<file path="src/rtl/code_serializer.sv">
// Parallel-to-serial front end: accepts a WIDTH-bit word on load&&ready and
// emits it one bit per clock on code, pulsing done with the final bit.
module code_serializer #(
    parameter int WIDTH      = 8,
    parameter bit MSB_FIRST  = 1'b1,
    parameter bit IDLE_LEVEL = 1'b0
) (
    input  logic             clock,
    input  logic             reset,
    input  logic [WIDTH-1:0] data_in,
    input  logic             load,
    output logic             ready,
    output logic             code,
    output logic             code_valid,
    output logic             done
);

    localparam int               CNT_W = $clog2(WIDTH);
    localparam logic [CNT_W-1:0] LAST  = CNT_W'(WIDTH - 1);

    typedef enum logic {
        S_IDLE,
        S_SHIFT
    } state_t;

    state_t             state_q, state_d;
    logic [CNT_W-1:0]   cnt_q, cnt_d;
    logic [WIDTH-1:0]   sreg_q, sreg_d;
    logic               code_q, code_d;
    logic               vld_q, vld_d;
    logic               done_q, done_d;
    logic               last_bit;
    logic               accept;

    function automatic logic head_bit(input logic [WIDTH-1:0] v);
        return MSB_FIRST ? v[WIDTH-1] : v[0];
    endfunction

    function automatic logic [WIDTH-1:0] shift_once(input logic [WIDTH-1:0] v);
        return MSB_FIRST ? {v[WIDTH-2:0], 1'b0} : {1'b0, v[WIDTH-1:1]};
    endfunction

    always_comb begin
        last_bit = (state_q == S_SHIFT) && (cnt_q == LAST);
        ready    = !reset && ((state_q == S_IDLE) || last_bit);
        accept   = load && ready;

        state_d  = state_q;
        cnt_d    = cnt_q;
        sreg_d   = sreg_q;

        if (accept) begin
            state_d = S_SHIFT;
            cnt_d   = '0;
            sreg_d  = data_in;
        end else if (state_q == S_SHIFT) begin
            if (last_bit) begin
                state_d = S_IDLE;
                cnt_d   = '0;
            end else begin
                cnt_d  = cnt_q + CNT_W'(1);
                sreg_d = shift_once(sreg_q);
            end
        end

        // Outputs are registered: decode them from the next state so they
        // line up with the state they describe.
        code_d = (state_d == S_SHIFT) ? head_bit(sreg_d) : IDLE_LEVEL;
        vld_d  = (state_d == S_SHIFT);
        done_d = (state_d == S_SHIFT) && (cnt_d == LAST);
    end

    always_ff @(posedge clock) begin
        if (reset) begin
            state_q <= S_IDLE;
            cnt_q   <= '0;
            sreg_q  <= '0;
            code_q  <= IDLE_LEVEL;
            vld_q   <= 1'b0;
            done_q  <= 1'b0;
        end else begin
            state_q <= state_d;
            cnt_q   <= cnt_d;
            sreg_q  <= sreg_d;
            code_q  <= code_d;
            vld_q   <= vld_d;
            done_q  <= done_d;
        end
    end

    assign code       = code_q;
    assign code_valid = vld_q;
    assign done       = done_q;

endmodule

</file>
<file path="config.mk">
export PLATFORM = sky130hd
export DESIGN_NAME = code_serializer
export DESIGN_NICKNAME = d
export VERILOG_FILES = /design/src/rtl/code_serializer.sv
export SDC_FILE = /design/constraint.sdc
export NUM_CORES = 1
export LEC_CHECK = 0
export ABC_CLOCK_PERIOD_IN_PS = 3600
export CELL_PAD_IN_SITES_DETAIL_PLACEMENT = 0
export CELL_PAD_IN_SITES_GLOBAL_PLACEMENT = 1
export CORE_MARGIN = 2
export CORE_UTILIZATION = 36
export DETAILED_ROUTE_END_ITERATION = 7
export HOLD_SLACK_MARGIN = 0.05
export PLACE_DENSITY = 0.81
export RECOVER_POWER = 100
export SYNTH_ARGS = -nofsm -noshare
export SYNTH_HDL_FRONTEND = slang
export SYNTH_SLANG_ARGS = --single-unit
</file>
<file path="constraint.sdc">
create_clock -name clock -period 3.6 [get_ports clock]
set_input_delay 0.72 -clock clock [delete_from_list [all_inputs] [get_ports clock]]
set_output_delay 0.72 -clock clock [all_outputs]
set_load 0.02 [all_outputs]
</file>
==> impl_metrics.csv, run 1 <==
group,metric,value,unit
detailed_routing,avgViaCountPerCell,5.133,
sta,relSlewSlack,63.07,%
power_and_ir_drop,p_int,0.2184,mW
setup_path,path_max_fanout,14,
synthesis,post_synthesis_cell_area,563.0,sq um
finish,layout_commonest_cell,"sky130_fd_sc_hd__dfxtp_1",
status,outcome,"finished, final reports clean",
placed_design,io_buffer_count,14,
min_path,min_delay_worst_endpoint,"code",
finish,fin_nets,88,
floorplan,design.core.area,1489,sq um
setup_path,criticalPathCategory,"in -> out",
synthesis,synth_net_count,72,
synthesis,syn-instance-count,59,
floorplan,floorplan.rows,14,
sta,hold_viol,0,
synthesis,yosys.area_share.adder,4.444,%
sta,timing.clock.skew,0.002906,ns
synthesis,ys_seq_area_share,46.22,%
synthesis,avgSynthCellArea,9.543,sq um
power_and_ir_drop,p_sw_share,24.83,%
sta,maxClockFrequency,330.5,MHz
power_and_ir_drop,logic_gate_share_of_total_power,14.8,%
placed_design,dpl.hpwl,727.3,um
detailed_routing,num_vias,462,
setup_path,worst_r2r_start,"cnt_q[0]",
floorplan,top_level_ports,15,
floorplan,die_area,1896,sq um
cts,clk_root_buffer_cell,"sky130_fd_sc_hd__clkbuf_4",
synthesis,ys_warn_count,0,
cts,clock_insertion_delay_worst_skew,0.27,ns
detailed_routing,dr.first_iter.drc_count,7,
finish,areaGrowthSynthToFinish,28.44,%
global_route,via_count_of_the_first_global_routing_pass,382,
sta,worst-slew-pin-transition,0.5521,ns
synthesis,synth_top_family_by_area,"simple AND/OR/NAND/NOR gates",
synthesis,synth_xor_xnor_area_share,0,%
cts,cts_buffers,3,
power_and_ir_drop,power_switching,0.07214,mW
detailed_routing,drtAntennaViolNets,0,
finish,drive_gt1_share,5.405,%
synthesis,ys_ff_latch,13,
power_and_ir_drop,seq_power_share,54.5,%
power_and_ir_drop,peakVddDrop,0.2168,mV
floorplan,floorplan.initialDensity,37.82,%
cts,cts.path.max_buffers,2,
global_route,grt_max_degree,15,
cts,htree_levels,1,
power_and_ir_drop,power_leakage,0.3080,nW
sta,finalSetupViolations,0,
global_route,antenna_violations_before_repair,0,
min_path,min_from,"sreg_q[6]",
global_route,global_route.usage.total,11.73,%
synthesis,synth_simple_gate_area_share,18.89,%
floorplan,die_w,43.55,um
min_path,hold_depth,2,
flow_run,drv_cap,0,
sta,final-max-slew-violation-count,0,
sta,final.hold.worst_slack,0.4644,ns
global_route,grt_pass1_wl,1.676,mm
sta,setup_repair_after_global_routing_missed_its_margin,"no",
cts,ctsHoldBuffers,0,
cts,post_cts.resized_instances,0,
cts,cts_tree,"done",
global_route,globalRouteOverflowTotal,0,
finish,final_cell_mix,"sky130_fd_sc_hd__dfxtp_1, sky130_fd_sc_hd__nor2_1, sky130_fd_sc_hd__mux2i_1, sky130_fd_sc_hd__clkdlybuf4s50_1",
setup_path,reg2reg_slack,2.23,ns
detailed_routing,dr_drc_count,0,
sta,period_needed,3.026,ns
cts,tritoncts_num_sinks,13,
setup_path,critPathRequiredTime,2.88,ns
sta,tns,0,ns
synthesis,post_synth_num_cell_types,17,
cts,clkTransAtPathRegs,0.08,ns
min_path,worst_min_delay_path_category,"reg -> reg",
sta,finalCritPeriodShare,84.05,%
synthesis,yosys-mux-area-fraction,14.22,%
setup_path,crit_path_end_kind,"output port",
setup_path,worst-endpoint-arrival,2.31,ns
setup_path,cp_startpoint_kind,"input pin",
floorplan,die_height,43.55,um
detailed_routing,drt-wirelength-per-cell,10.97,um
power_and_ir_drop,cellPowerDensity,401.8,nW/um^2
detailed_routing,drt_pass1_iterations,3,
setup_path,endpoint_of_the_most_critical_register_to_register_path,"sreg_q[1]",
placed_design,place_congestion,0.7689,
cts,post_cts.repair.setup_buffers,0,
detailed_routing,routed_wirelength,987,um
synthesis,synth_compound_area_share,10.89,%
setup_path,r2r.worst_path.cells,4,
finish,antenna_cells_inserted,0,
power_and_ir_drop,p_clk_share,30.7,%
[worst max-delay path: stages]
cell and delay, ns:
sky130_fd_sc_hd__dlygate4sd3_1 0.84, sky130_fd_sc_hd__nor2_1 0.09, sky130_fd_sc_hd__dlygate4sd3_1 0.66
[power groups by stage]
stage                     clock network (mW)  logic [mW]  registers (mW)
after floorplan                            0      0.0260           0.162
final                                 0.0892      0.0429           0.158
after detailed placement                   0      0.0445           0.162
after global routing                  0.0981      0.0475           0.160
after CTS                             0.0918      0.0448           0.158
after global placement                     0      0.0444           0.162
[state kept, by name (all words and copies together), names as in the netlist]
name,flops
done,1
code_valid,1
code,1
cnt_q,3
sreg_q,7
[metal layers]
metal	global-route usage (%)	share of wire (%)	up-vias
met5	0	0	-
met2	16.47	44	9
met4	5.455	1.4	0
met3	4.167	4.1	2
met1	15.98	50	212
li1	-	-	239
[worst max-delay path by stage]
stage,cells after the start,end,slack (ns),start
5_1_grt,3,ready,0.49,reset
6_report,3,ready,0.57,reset
3_5_place_dp,3,ready,0.70,reset
4_1_cts,3,ready,0.70,reset
3_3_place_gp,3,ready,0.70,reset
2_1_floorplan,2,ready,1.67,reset
[through the flow]
step                total power, mW  setup slack (ns)  std cells  cell area (sq um)  utilization (%)
global route                 0.3054            0.4917         90              723.2            48.57
floorplan                    0.1883             1.668         59              563.0                -
finish                       0.2905            0.5743         90              723.2            48.57
detailed placement           0.2065            0.7026         86              696.9            46.81
global placement             0.2060            0.7021         86              696.9            46.81
CTS                          0.2951            0.6977         90              723.2            48.57
[cells by family after synthesis]
family,after synthesis
and+or+nand+nor,23
DFF,13
AOI/OAI and AO/OA,9
muxes,8
buffers and inverters,4
adders and majority gates,2
[cell usage after synthesis, drive strengths merged]
master / number / area [sq um]
dfxtp: 13 / 260.3
nor2: 12 / 45.04
mux2i: 8 / 80.08
a211oi: 6 / 45.04
nand2: 3 / 11.26
a21oi: 2 / 10.01
buf: 2 / 22.52
ha: 2 / 25.02
nand3: 2 / 10.01
nor3: 2 / 10.01
a31oi: 1 / 6.260
and2b: 1 / 7.510
and3: 1 / 6.260
clkbuf: 1 / 3.750
inv: 1 / 3.750
nand2b: 1 / 8.760
nor3b: 1 / 7.510
[final cells by class]
cell class / instances / area, sq um
inverter: 1 / 3.754
sequential: 13 / 260.3
timing repair buffer: 14 / 140.1
clock buffer: 4 / 26.28
fill: 135 / 765.7
multi-input combinational: 42 / 272.8
tap: 16 / 20.02
No activity file was read; power rests on OpenSTA's default activity.
==> inputs of run 2 (changes only) <==
--- a/config.mk
+++ b/config.mk
@@ -5,14 +5,14 @@
 export SDC_FILE = /design/constraint.sdc
 export NUM_CORES = 1
 export LEC_CHECK = 0
-export ABC_CLOCK_PERIOD_IN_PS = 3600
+export ABC_CLOCK_PERIOD_IN_PS = 2650
 export CELL_PAD_IN_SITES_DETAIL_PLACEMENT = 0
 export CELL_PAD_IN_SITES_GLOBAL_PLACEMENT = 1
 export CORE_MARGIN = 2
-export CORE_UTILIZATION = 36
+export CORE_UTILIZATION = 30
 export DETAILED_ROUTE_END_ITERATION = 7
 export HOLD_SLACK_MARGIN = 0.05
-export PLACE_DENSITY = 0.81
+export PLACE_DENSITY = 0.72
 export RECOVER_POWER = 100
 export SYNTH_ARGS = -nofsm -noshare
 export SYNTH_HDL_FRONTEND = slang
==> constraint.sdc (replaced) <==
create_clock -name clock -period 2.65 [get_ports clock]
set_input_delay 0.53 -clock clock [delete_from_list [all_inputs] [get_ports clock]]
set_output_delay 0.53 -clock clock [all_outputs]
set_load 0.02 [all_outputs]
==> run 2 against run 1 <==
  * Sequential share of layout area shrank 0.91 points
  * Register-to-register slack lost 0.95 ns
  * Routed wire length grew 4.0%
  * Sequential power grew 36%
  * Flip-flop and latch count is the same
  * Core utilization shrank 6.1 points
  * Combinational power grew 41%
  * Non-clock buffer count grew 1
  * Largest cell class unchanged
  * Critical path depth grew 2
==> impl_metrics.csv, run 2 (synthesis gave the netlist of run 1 again) <==
group,metric,value,unit
detailed_routing,avgViaCountPerCell,4.480,
detailed_routing,drt_pass1_iterations,2,
sta,hold_viol,0,
floorplan,floorplan.rows,15,
finish,footprint_of_the_multi_input_gates,272.8,sq um
placed_design,dpl.hpwl,723.5,um
detailed_routing,dr.first_iter.drc_count,4,
sta,final.hold.worst_slack,0.4681,ns
sta,worst-slew-pin-transition,0.5831,ns
sta,maxClockFrequency,403.2,MHz
cts,post_cts.repair.setup_buffers,0,
sta,timing.clock.skew,0.001562,ns
floorplan,top_level_ports,15,
sta,tns,0,ns
global_route,global_route.usage.total,11.99,%
placed_design,io_buffer_count,14,
finish,areaGrowthSynthToFinish,31.78,%
finish,fin_nets,89,
placed_design,place_worst_setup_slack,0.4227,ns
status,outcome,"finished, final reports clean",
floorplan,die_height,47.32,um
global_route,met2_use_gr,17.57,%
cts,cts.path.max_buffers,2,
setup_path,crit_path_end_kind,"output port",
setup_path,cp_startpoint_kind,"register",
floorplan,floorplan.initialDensity,32.26,%
floorplan,die_area,2239,sq um
power_and_ir_drop,cellPowerDensity,532.5,nW/um^2
setup_path,reg2reg_slack,1.28,ns
detailed_routing,drtAntennaViolNets,0,
sta,finalCritPeriodShare,93.59,%
global_route,grt_pass1_wl,1.821,mm
power_and_ir_drop,peakVddDrop,0.3855,mV
global_route,globalRouteOverflowTotal,0,
finish,largest_register_ffs,7,
global_route,grt.busiest_layer,"met2",
min_path,worst_min_delay_path_category,"reg -> reg",
cts,tritoncts_num_sinks,13,
power_and_ir_drop,report.power.total,0.3951,mW
floorplan,design.core.area,1745,sq um
sta,setup_repair_after_global_routing_missed_its_margin,"no",
detailed_routing,dr_drc_count,0,
global_route,grt_max_degree,14,
placed_design,place_congestion,0.7255,
sta,period_needed,2.480,ns
cts,cts_tree,"done",
flow_run,drv_cap,0,
finish,area.sequential,260.3,sq um
finish,layout_commonest_cell,"sky130_fd_sc_hd__dfxtp_1",
cts,clkTransAtPathRegs,0.08,ns
detailed_routing,routed_wirelength,1.026,mm
cts,htree_levels,1,
finish,largestRegisters,"sreg_q (7), cnt_q (3)",
setup_path,path_max_fanout,5,
finish,drive_gt1_share,6.667,%
setup_path,criticalPathCategory,"reg -> out",
power_and_ir_drop,power_leakage,0.3112,nW
detailed_routing,num_vias,448,
global_route,global_routing_met3_resource_utilization,6.923,%
finish,antenna_cells_inserted,0,
cts,cts_buffers,3,
global_route,met1_capacity_usage_during_global_routing,14.98,%
sta,final-max-slew-violation-count,0,
detailed_routing,drt-wirelength-per-cell,10.26,um
global_route,via_count_of_the_first_global_routing_pass,409,
cts,post_cts.resized_instances,0,
cts,clk_root_buffer_cell,"sky130_fd_sc_hd__clkbuf_4",
sta,fin_ws,0.1699,ns
sta,relSlewSlack,61.00,%
finish,fillerInstances,184,
global_route,antenna_violations_before_repair,0,
finish,final_cell_mix,"sky130_fd_sc_hd__dfxtp_1, sky130_fd_sc_hd__nor2_1, sky130_fd_sc_hd__clkdlybuf4s50_1",
setup_path,worst-endpoint-arrival,1.95,ns
setup_path,critPathRequiredTime,2.12,ns
floorplan,die_w,47.32,um
cts,ctsHoldBuffers,0,
cts,clock_insertion_delay_worst_skew,0.27,ns
sta,finalSetupViolations,0,
finish,regMostFlops,"sreg_q",
-- run 2: cell types whose count changed in the layout (fill, tap and decap cells not counted) --
cell,delta
sky130_fd_sc_hd__buf_4,+1
sky130_fd_sc_hd__clkdlybuf4s50_1,+2
sky130_fd_sc_hd__dlygate4sd3_1,-2
-- run 2: final timing paths --
path,end,cells past startpoint,start
worst max-delay path,ready,5,cnt_q[0]
worst max register to register,sreg_q[1],4,cnt_q[0]
worst min register to register,code,2,sreg_q[6]
worst min-delay path,code,2,sreg_q[6]
-- run 2: report_power, final --
part / total [mW] / switching [mW] / internal (mW) / leakage, nW
combinational: 0.0605 / 0.0278 / 0.0327 / 0.189
sequential: 0.215 / 0.00721 / 0.207 / 0.107
clock: 0.120 / 0.0618 / 0.0583 / 0.0150
-- run 2: layer usage --
layer	part of all wire, %	vias up	routed length [um]
li1	-	245	-
met1	48	189	492
met2	45	12	458
met3	6.6	2	68
met4	0.78	0	8
met5	0	-	0
-- run 2: cell type report --
cell class / instances / area share [%]
multi-input cells: 42 / 36.76
flip-flops and latches: 13 / 35.08
repair buffers: 15 / 19.90
well taps: 25 / 4.216
clock buffers: 4 / 3.541
inverters: 1 / 0.5059
-- run 2: metrics by stage --
step / instance area, sq um / cells / utilization, %
global route: 742.0 / 100 / 42.51
CTS: 742.0 / 100 / 42.51
floorplan: 563.0 / 59 / -
finish: 742.0 / 100 / 42.51
global placement: 715.7 / 96 / 41.00
detailed placement: 715.7 / 96 / 41.00
-- run 2: critical path: stages, from the launching register on --
cell and delay (ns):
sky130_fd_sc_hd__dfxtp_1 0.37, sky130_fd_sc_hd__ha_1 0.17, sky130_fd_sc_hd__ha_1 0.16, sky130_fd_sc_hd__and2b_1 0.24, sky130_fd_sc_hd__nor2_1 0.12, sky130_fd_sc_hd__clkdlybuf4s50_1 0.62
